<file path="config.mk">
export PLATFORM = sky130hd
export DESIGN_NAME = ov_dvp_gen
export DESIGN_NICKNAME = d
export VERILOG_FILES = /design/src/rtl/ov_dvp_gen_pkg.sv /design/src/rtl/ov_dvp_gen_pat.sv /design/src/rtl/ov_dvp_gen.sv
export SDC_FILE = /design/constraint.sdc
export NUM_CORES = 1
export LEC_CHECK = 0
export ABC_AREA = 1
export CORE_ASPECT_RATIO = 1.5
export CORE_UTILIZATION = 58
export DETAILED_ROUTE_END_ITERATION = 7
export HOLD_SLACK_MARGIN = 0.03
export PLACE_DENSITY = 0.84
export RECOVER_POWER = 25
export SLEW_MARGIN = 5
export SYNTH_ARGS = -nofsm -noshare
export SYNTH_HDL_FRONTEND = slang
export SYNTH_SLANG_ARGS = --single-unit
export TNS_END_PERCENT = 50
</file>
<file path="constraint.sdc">
create_clock -name clk_sys -period 4.3 [get_ports clk_sys]
set_clock_uncertainty 0.2 [all_clocks]
set_input_delay 0.43 -clock clk_sys [delete_from_list [all_inputs] [get_ports clk_sys]]
set_output_delay 0.43 -clock clk_sys [all_outputs]
set_load 0.05 [all_outputs]
</file>
<file path="src/rtl/ov_dvp_gen_pkg.sv">
// Shared definitions for the DVP sensor source: FSM states, test pattern codes
// and a counter-width helper.
package ov_dvp_gen_pkg;

    typedef enum logic [2:0] {
        ST_IDLE   = 3'd0,
        ST_VSYNC  = 3'd1,
        ST_VBACK  = 3'd2,
        ST_ACTIVE = 3'd3,
        ST_VFRONT = 3'd4
    } ov_state_t;

    localparam logic [1:0] PAT_RAMP  = 2'd0;
    localparam logic [1:0] PAT_BARS  = 2'd1;
    localparam logic [1:0] PAT_CHECK = 2'd2;
    localparam logic [1:0] PAT_TAG   = 2'd3;

    // Bits needed to count 0..n-1, never less than one.
    function automatic int cnt_width(input int n);
        return (n <= 2) ? 1 : $clog2(n);
    endfunction

endpackage

</file>
<file path="src/rtl/ov_dvp_gen_pat.sv">
// Combinational test pattern generator: maps pattern code, column, row parity
// and frame tag to one pixel byte. The parent registers and href-gates it.
module ov_dvp_gen_pat
    import ov_dvp_gen_pkg::*;
#(
    parameter int H_ACTIVE = 640,
    parameter int COL_W    = 10
) (
    input  logic [1:0]       pattern,
    input  logic [COL_W-1:0] col,
    input  logic             row_lsb,
    input  logic [7:0]       frame_tag,
    output logic [7:0]       pixel
);

    logic [7:0] col8;
    logic [2:0] bar;

    // Column truncated to a byte, and the bar index (8 equal bars across the line).
    always_comb begin
        col8 = 8'(col);
        bar  = 3'((32'(col) * 32'd8) / 32'(H_ACTIVE));
    end

    // Pattern select.
    always_comb begin
        pixel = 8'h00;
        case (pattern)
            PAT_RAMP:  pixel = col8;
            PAT_BARS:  pixel = {bar, 5'b0_0000};
            PAT_CHECK: pixel = (row_lsb ^ col[0]) ? 8'hFF : 8'h00;
            PAT_TAG:   pixel = col8 ^ frame_tag;
            default:   pixel = 8'h00;
        endcase
    end

endmodule

</file>
<file path="src/rtl/ov_dvp_gen.sv">
// OV-style DVP source: pclk divider, line/frame counters, frame FSM and the
// registered vsync/href/data outputs, all of which change on pclk falling edges.
module ov_dvp_gen
    import ov_dvp_gen_pkg::*;
#(
    parameter int PCLK_DIV = 4,
    parameter int H_ACTIVE = 640,
    parameter int H_BLANK  = 144,
    parameter int VS_LINES = 3,
    parameter int V_BACK   = 17,
    parameter int V_ACTIVE = 480,
    parameter int V_FRONT  = 10
) (
    input  logic        clk_sys,
    input  logic        rst_n,
    input  logic        en,
    input  logic [1:0]  pattern_sel,
    output logic        ov_pclk,
    output logic        ov_vsync,
    output logic        ov_href,
    output logic [7:0]  ov_data,
    output logic        frame_done,
    output logic [15:0] frame_cnt
);

    localparam int H_TOTAL = H_ACTIVE + H_BLANK;
    localparam int V_MAX01 = (VS_LINES > V_BACK) ? VS_LINES : V_BACK;
    localparam int V_MAX23 = (V_ACTIVE > V_FRONT) ? V_ACTIVE : V_FRONT;
    localparam int V_MAX   = (V_MAX01 > V_MAX23) ? V_MAX01 : V_MAX23;
    localparam int PC_W    = cnt_width(PCLK_DIV);
    localparam int H_W     = cnt_width(H_TOTAL);
    localparam int V_W     = cnt_width(V_MAX);

    logic [PC_W-1:0] pc_reg, pc_next;
    logic            tick;
    logic            pclk_reg;

    ov_state_t       state_reg, state_next;
    logic [H_W-1:0]  h_cnt_reg, h_next;
    logic [V_W-1:0]  v_cnt_reg, v_next;
    logic [1:0]      pat_reg;
    logic            line_end, last_line, frame_end, latch_pat, href_next;

    logic            vsync_reg, href_reg, frame_done_reg;
    logic [7:0]      data_reg, pixel;
    logic [15:0]     frame_cnt_reg;

    // Divider next value; a tick marks the pclk falling edge.
    always_comb begin
        tick    = (pc_reg == PC_W'(PCLK_DIV - 1));
        pc_next = tick ? '0 : pc_reg + PC_W'(1);
    end

    // Free-running divider and registered pclk (low for the first half period).
    always_ff @(posedge clk_sys or negedge rst_n) begin
        if (!rst_n) begin
            pc_reg   <= '0;
            pclk_reg <= 1'b0;
        end else begin
            pc_reg   <= pc_next;
            pclk_reg <= (pc_next >= PC_W'(PCLK_DIV / 2));
        end
    end

    // Next state and counters; a state ends on the last pclk of its last line.
    always_comb begin
        state_next = state_reg;
        h_next     = h_cnt_reg;
        v_next     = v_cnt_reg;
        frame_end  = 1'b0;
        latch_pat  = 1'b0;
        last_line  = 1'b0;
        line_end   = (h_cnt_reg == H_W'(H_TOTAL - 1));
        case (state_reg)
            ST_VSYNC:  last_line = (v_cnt_reg == V_W'(VS_LINES - 1));
            ST_VBACK:  last_line = (v_cnt_reg == V_W'(V_BACK - 1));
            ST_ACTIVE: last_line = (v_cnt_reg == V_W'(V_ACTIVE - 1));
            ST_VFRONT: last_line = (v_cnt_reg == V_W'(V_FRONT - 1));
            default:   last_line = 1'b0;
        endcase
        if (state_reg == ST_IDLE) begin
            h_next = '0;
            v_next = '0;
            if (en) begin
                state_next = ST_VSYNC;
                latch_pat  = 1'b1;
            end
        end else begin
            h_next = line_end ? '0 : h_cnt_reg + H_W'(1);
            if (line_end) begin
                if (last_line) begin
                    v_next = '0;
                    case (state_reg)
                        ST_VSYNC:  state_next = (V_BACK > 0) ? ST_VBACK : ST_ACTIVE;
                        ST_VBACK:  state_next = ST_ACTIVE;
                        ST_ACTIVE: begin
                            if (V_FRONT > 0) state_next = ST_VFRONT;
                            else             frame_end  = 1'b1;
                        end
                        ST_VFRONT: frame_end = 1'b1;
                        default:   state_next = ST_IDLE;
                    endcase
                    if (frame_end) begin
                        state_next = en ? ST_VSYNC : ST_IDLE;
                        latch_pat  = en;
                    end
                end else begin
                    v_next = v_cnt_reg + V_W'(1);
                end
            end
        end
        href_next = (state_next == ST_ACTIVE) && (h_next < H_W'(H_ACTIVE));
    end

    // State, counters and latched pattern advance only on ticks.
    always_ff @(posedge clk_sys or negedge rst_n) begin
        if (!rst_n) begin
            state_reg <= ST_IDLE;
            h_cnt_reg <= '0;
            v_cnt_reg <= '0;
            pat_reg   <= '0;
        end else if (tick) begin
            state_reg <= state_next;
            h_cnt_reg <= h_next;
            v_cnt_reg <= v_next;
            if (latch_pat) pat_reg <= pattern_sel;
        end
    end

    ov_dvp_gen_pat #(
        .H_ACTIVE (H_ACTIVE),
        .COL_W    (H_W)
    ) u_pat (
        .pattern   (pat_reg),
        .col       (h_next),
        .row_lsb   (v_next[0]),
        .frame_tag (frame_cnt_reg[7:0]),
        .pixel     (pixel)
    );

    // Video outputs describe the pclk period that starts at this tick.
    always_ff @(posedge clk_sys or negedge rst_n) begin
        if (!rst_n) begin
            vsync_reg      <= 1'b0;
            href_reg       <= 1'b0;
            data_reg       <= 8'h00;
            frame_done_reg <= 1'b0;
            frame_cnt_reg  <= 16'h0000;
        end else begin
            frame_done_reg <= tick && frame_end;
            if (tick) begin
                vsync_reg <= (state_next == ST_VSYNC);
                href_reg  <= href_next;
                data_reg  <= href_next ? pixel : 8'h00;
                if (frame_end) frame_cnt_reg <= frame_cnt_reg + 16'd1;
            end
        end
    end

    assign ov_pclk    = pclk_reg;
    assign ov_vsync   = vsync_reg;
    assign ov_href    = href_reg;
    assign ov_data    = data_reg;
    assign frame_done = frame_done_reg;
    assign frame_cnt  = frame_cnt_reg;

endmodule

</file>
# Word level (Yosys, flattened, before mapping)
# Index checks and enable logic that the tools add are counted.
# classes
n_addsub,4
div,1
magnitude_cmp,2
eq_ne,15
n_mux,29
bitwise,2
n_reduce_logical,8
# op_table
op,count
13-bit by 10-bit divider with 32-bit output (second input constant),1
8-bit one-hot mux with 4 select lines,1
9-bit 2-to-1 mux,3
10-bit 2-to-1 mux,2
16-bit by 1-bit adder with 16-bit output (second input constant),1
8-bit 2-to-1 mux,2
3-bit 2-to-1 mux,5
1-bit 2-to-1 mux,13
3-bit one-hot mux with 4 select lines,1
10-bit by 1-bit adder with 10-bit output (second input constant),1
10-bit == test (second input constant),1
10-bit < comparator (second input constant),1
9-bit by 1-bit adder with 9-bit output (second input constant),1
3-bit by 2-bit == test with 1-bit output (second input constant),3
9-bit by 2-bit == test with 1-bit output (second input constant),1
9-bit by 4-bit == test with 1-bit output (second input constant),1
9-bit by 5-bit == test with 1-bit output (second input constant),1
9-bit == test (second input constant),1
8-bit XOR,1
2-bit == test (second input constant),3
3-bit by 1-bit == test with 1-bit output (second input constant),2
2-bit AND reduction,3
1-bit one-hot mux with 4 select lines,1
3-bit == test (second input constant),1
other kinds (9),10
# word_totals
register_bits,54
input_bits,5
out_inout_bits,28
elab_cells,73

# Logic depth before layout (Yosys ltp)
# depth
depth_word,12
depth_mapped,28
ltp_nobuf,28

# Hierarchy
# Synthesis repeated with hierarchy kept, for this count alone.
# unflattened
hier_cells,533
area_unflattened_um2,3831.2
# modules_own_cells
mod,instances,cells_each,area_each_um2,seq_area_each_um2
ov_dvp_gen,1,421,3211.8,1326.3
ov_dvp_gen_pat,1,112,619.3,0.0

# Least setup slack after synthesis
# Ideal clock, no wire load.
# synth_path
kind,reg2reg
from,reg h_cnt_reg[0]
to,"reg data_reg[5], in the netlist ov_data[5]"
setup_time_ps,118
arrival_ps,2693
required_time_ps,3982
setup_slack_ps,1290
path_stages_with_launch,26
n_path_buf,0
period_less_slack_ps,3010
cell_sequence,dfrtp_1 > ha_1 > nand2_1 > nor2_2 > inv_2 > nor2_4 > nor2_8 > nand2_2 > nand2_2 > ha_1 > inv_1 > a21oi_2 > nor2_2 > nand3_2 > nand2_1 > nand3_2 > nand2_2 > nand3_2 > nand3_1 > nand2_1 > nor2_1 > nand3_1 > nand2_1 > nand2_1 > nand2_1 > nand2_1
# synth_between
elab_chain_len,7
word_cells_on_any_way,17
cone_classes,add/sub: 1; div: 1; order compare: 1; eq/ne: 2; mux: 9; bitwise: 2; reduce/logical: 1
# synth_lines
item,line,text
from (decl),ov_dvp_gen.sv:39,"logic [H_W-1:0] h_cnt_reg, h_next;"
from (signal assigned),ov_dvp_gen.sv:124,h_cnt_reg <= h_next;
branches (longest 6 deep; another with 13-bit by 10-bit divider with 32-bit output),-,
8-bit 2-to-1 mux (*),ov_dvp_gen.sv:154,data_reg <= href_next ? pixel : 8'h00;
to (signal assigned),ov_dvp_gen.sv:154,
to (decl),ov_dvp_gen.sv:45,"logic [7:0] data_reg, pixel;"
# Mark *: on every way between the ends. The select of a mux whose other input is x is not followed.
# A chain may end at the register's enable or synchronous reset.

# Worst setup path after layout
# Same ends and word-level chain as after synthesis.

==> results.toml <==
[place]
place_inst = 559
dpl_cell_area_um2 = 3860
gp_congestion = 0.867
place.port_buffers = 32
dp_hpwl_um = 6060

[cells_and_area]
final_nets = 504
stdcell_count = 567
multi_input_area_um2 = 1840
fillers = 490
postLayoutCellArea_um2 = 3950
largest_reg_flops = 16
syn_to_final_growth_pct = 14.5
layout-drive-gt1-share = 0.137
n_antenna_cell = 0
final-seq-area_um2 = 1330

[route]
antenna_left = 0
via_per_inst = 5.61
dr.pass1.iters = 5
drc_errors = 0
vias = 3181
wl_per_cell_um = 14.3
first_iter_violations = 158
finalWirelength_um = 8090

[synthesis]
synth_nets = 467
synth_commonest_cells = "nand2_1, inv_1, dfrtp_1, nor2_1, nand3_1"
yosys_warnings = 0
ys_seq_area_frac = 0.384
yosys.area.top_type = "dfrtp_1"
ys.flop_type = "dfrtp_1"
synth_edf_count = 0
syn_area_um2 = 3450
synth-simple-area-share = 0.360
synth_top_family_by_area = "simple AND/OR/NAND/NOR gates"
synth_fa_ha_area_frac = 0.0181
synth-compound-area-share = 0.104
synth.most_common_cell = "nand2_1"
synthMuxAreaShare = 0
yosysTopAreaCellShare = 0.384
synth_area_leaders = "dfrtp_1, nand2_1, inv_1, xor2_1, nor2_1"
syn_inst = 457
synth_cell_type_count = 44
syn_avg_cell_area_um2 = 7.55
synth_xor_area_frac = 0.0507
synth_seq_cells = 53
async_reset_ff_frac = 1.00

[setup_path]
cp.required_ns = 4.32
cp-start-kind = "flop"
cp.arrival_ns = 3.41
path_class = "flop to flop"
cp_max_fo = 9
cp-end-kind = "flop"

[floorplan]
coreArea_um2 = 5790
ios = 33
std_cell_rows = 34
start_util = 0.597
dieArea_um2 = 6270
fp.dieH_um = 96.5
die_w_um = 65.0

[clock_network]
ctsHoldBuffers = 0
cts.sinks = 53
numCtsBuffers = 5
clk_pin_slew_ns = 0.11
clkLatencyLatePin_ns = 0.32
tritoncts = "built"
clockRootBuffer = "clkbuf_8"
post_cts_buffers = 0
ctsResizeCount = 0
clk_path_buf_depth = 2
htreeDepth = 2

[global_routing]
grt.overflow.total = 0
grt_busiest_layer = "met2"
grt_pass1_wl_um = 13600
grt_util_met1 = 0.296
antenna_found_initial = 0
grt_pass1_vias = 3085
met2_usage = 0.523
gr-usage-met3 = 0.0376
grt_use_total = 0.283
grt_start_max_net_pins = 54

[power]
powerDensity_nw_per_um2 = 209
peakVddDrop_mv = 0.179
p_leak_nw = 1.93

[sta]
rsz0062_at_grt = "false"
fmax_ghz = 0.295
setup_viol = 0
slew_violations = 54
final.setup.tns_ns = 0
relSlewSlack = -0.898
tightest_slew_ns = 2.85
layout_min_cycle_time_ns = 3.38
hold_violations = 0
min_period_over_period = 0.787

[status]
failed_checks = "max-capacitance violations, max-slew violations"
status = "finished, violations left"

[worst_hold_path]
min-delay-path-class = "flop to flop"

[job]
cap_violations = 1
worst paths after layout:
check                      depth (start not counted)                  endpoint  slack, ns                startpoint
setup / recovery                                  25    ov_data[5]$_DFFE_PN0P_       0.92  h_cnt_reg[0]$_DFFE_PN0P_
hold / removal                                     1       pc_reg[0]$_DFF_PN0_       0.24       pc_reg[0]$_DFF_PN0_
setup reg to reg                                  25    ov_data[5]$_DFFE_PN0P_       0.92  h_cnt_reg[0]$_DFFE_PN0P_
hold reg to reg                                    1       pc_reg[0]$_DFF_PN0_       0.24       pc_reg[0]$_DFF_PN0_
max in group asynchronous                          2  h_cnt_reg[4]$_DFFE_PN0P_       1.38                     rst_n
min in group asynchronous                          2  v_cnt_reg[5]$_DFFE_PN0P_       0.91                     rst_n
critical path, stage by stage (launching register included):
cell,delay [ns]
dfrtp_1,0.40
ha_1,0.18
nand2_1,0.08
nor2_2,0.20
inv_2,0.08
nor2_4,0.19
nor2_8,0.07
nand2_2,0.10
nand2_2,0.09
ha_1,0.29
inv_1,0.07
a21oi_2,0.07
nor2_2,0.17
nand3_2,0.12
nand2_1,0.10
nand3_2,0.09
nand2_2,0.12
nand3_2,0.12
nand3_1,0.10
nand2_1,0.06
nor2_1,0.08
nand3_1,0.09
nand2_1,0.06
nand2_1,0.04
nand2_1,0.06
nand2_1,0.04
logic make-up (layout without fill, tap and decap cells):
family          count (synthesis)  count (layout)
compound gates                 62              62
xor+xnor                       20              20
fa+ha+maj                       5               5
buf+inv                        76             114
flops                          53              53
simple gates                  241             241
area by class of cell:
cell class	instances	area share
timing repair buffer	34	0.0826
clock inverter	3	0.00728
sequential	53	0.336
multi-input combinational	328	0.466
tap	72	0.0228
inverter	72	0.0684
clock buffer	5	0.0174
power by group:
part	switching (mW)	internal [mW]	total, mW	leakage, nW
registers	0	0.498	0.498	0.705
logic	0.0103	0.00285	0.0131	1.18
clock network	0.192	0.123	0.315	0.0511
total	0.202	0.625	0.827	1.93
per-layer routing:
metal / wire (µm) / share of wire
met3: 249 / 0.031
met2: 4330 / 0.54
met4: 354 / 0.044
met5: 0 / 0
met1: 3150 / 0.39
cell usage in the layout (no fill, tap or decap), types with 7 or more instances in the layout:
cell and instances:
clkdlybuf4s50_1 31, xor2_1 18, a21oi_1 10, nand3_1 29, nor2_2 7, inv_2 13
o21ai_0 27, nor2_1 39, nand3_2 7, nand2_1 107, nand2_2 9, nor3_1 8
o21ai_1 7, nand4_1 11, dfrtp_1 53, inv_1 56
through the flow:
| stage | total power, mW | hold WS, ns | util | setup slack (ns) |
|---|---|---|---|---|
| floorplan | 0.508 | -0.0656 | - | 1.29 |
| global placement | 0.522 | 0.211 | 0.667 | 1.14 |
| detailed placement | 0.522 | 0.214 | 0.667 | 0.950 |
| CTS | 0.830 | 0.0455 | 0.684 | 0.937 |
| global route | 0.849 | 0.247 | 0.683 | 0.583 |
| finish | 0.827 | 0.239 | 0.683 | 0.916 |
Note: power is estimated with default switching activity, not from simulation.
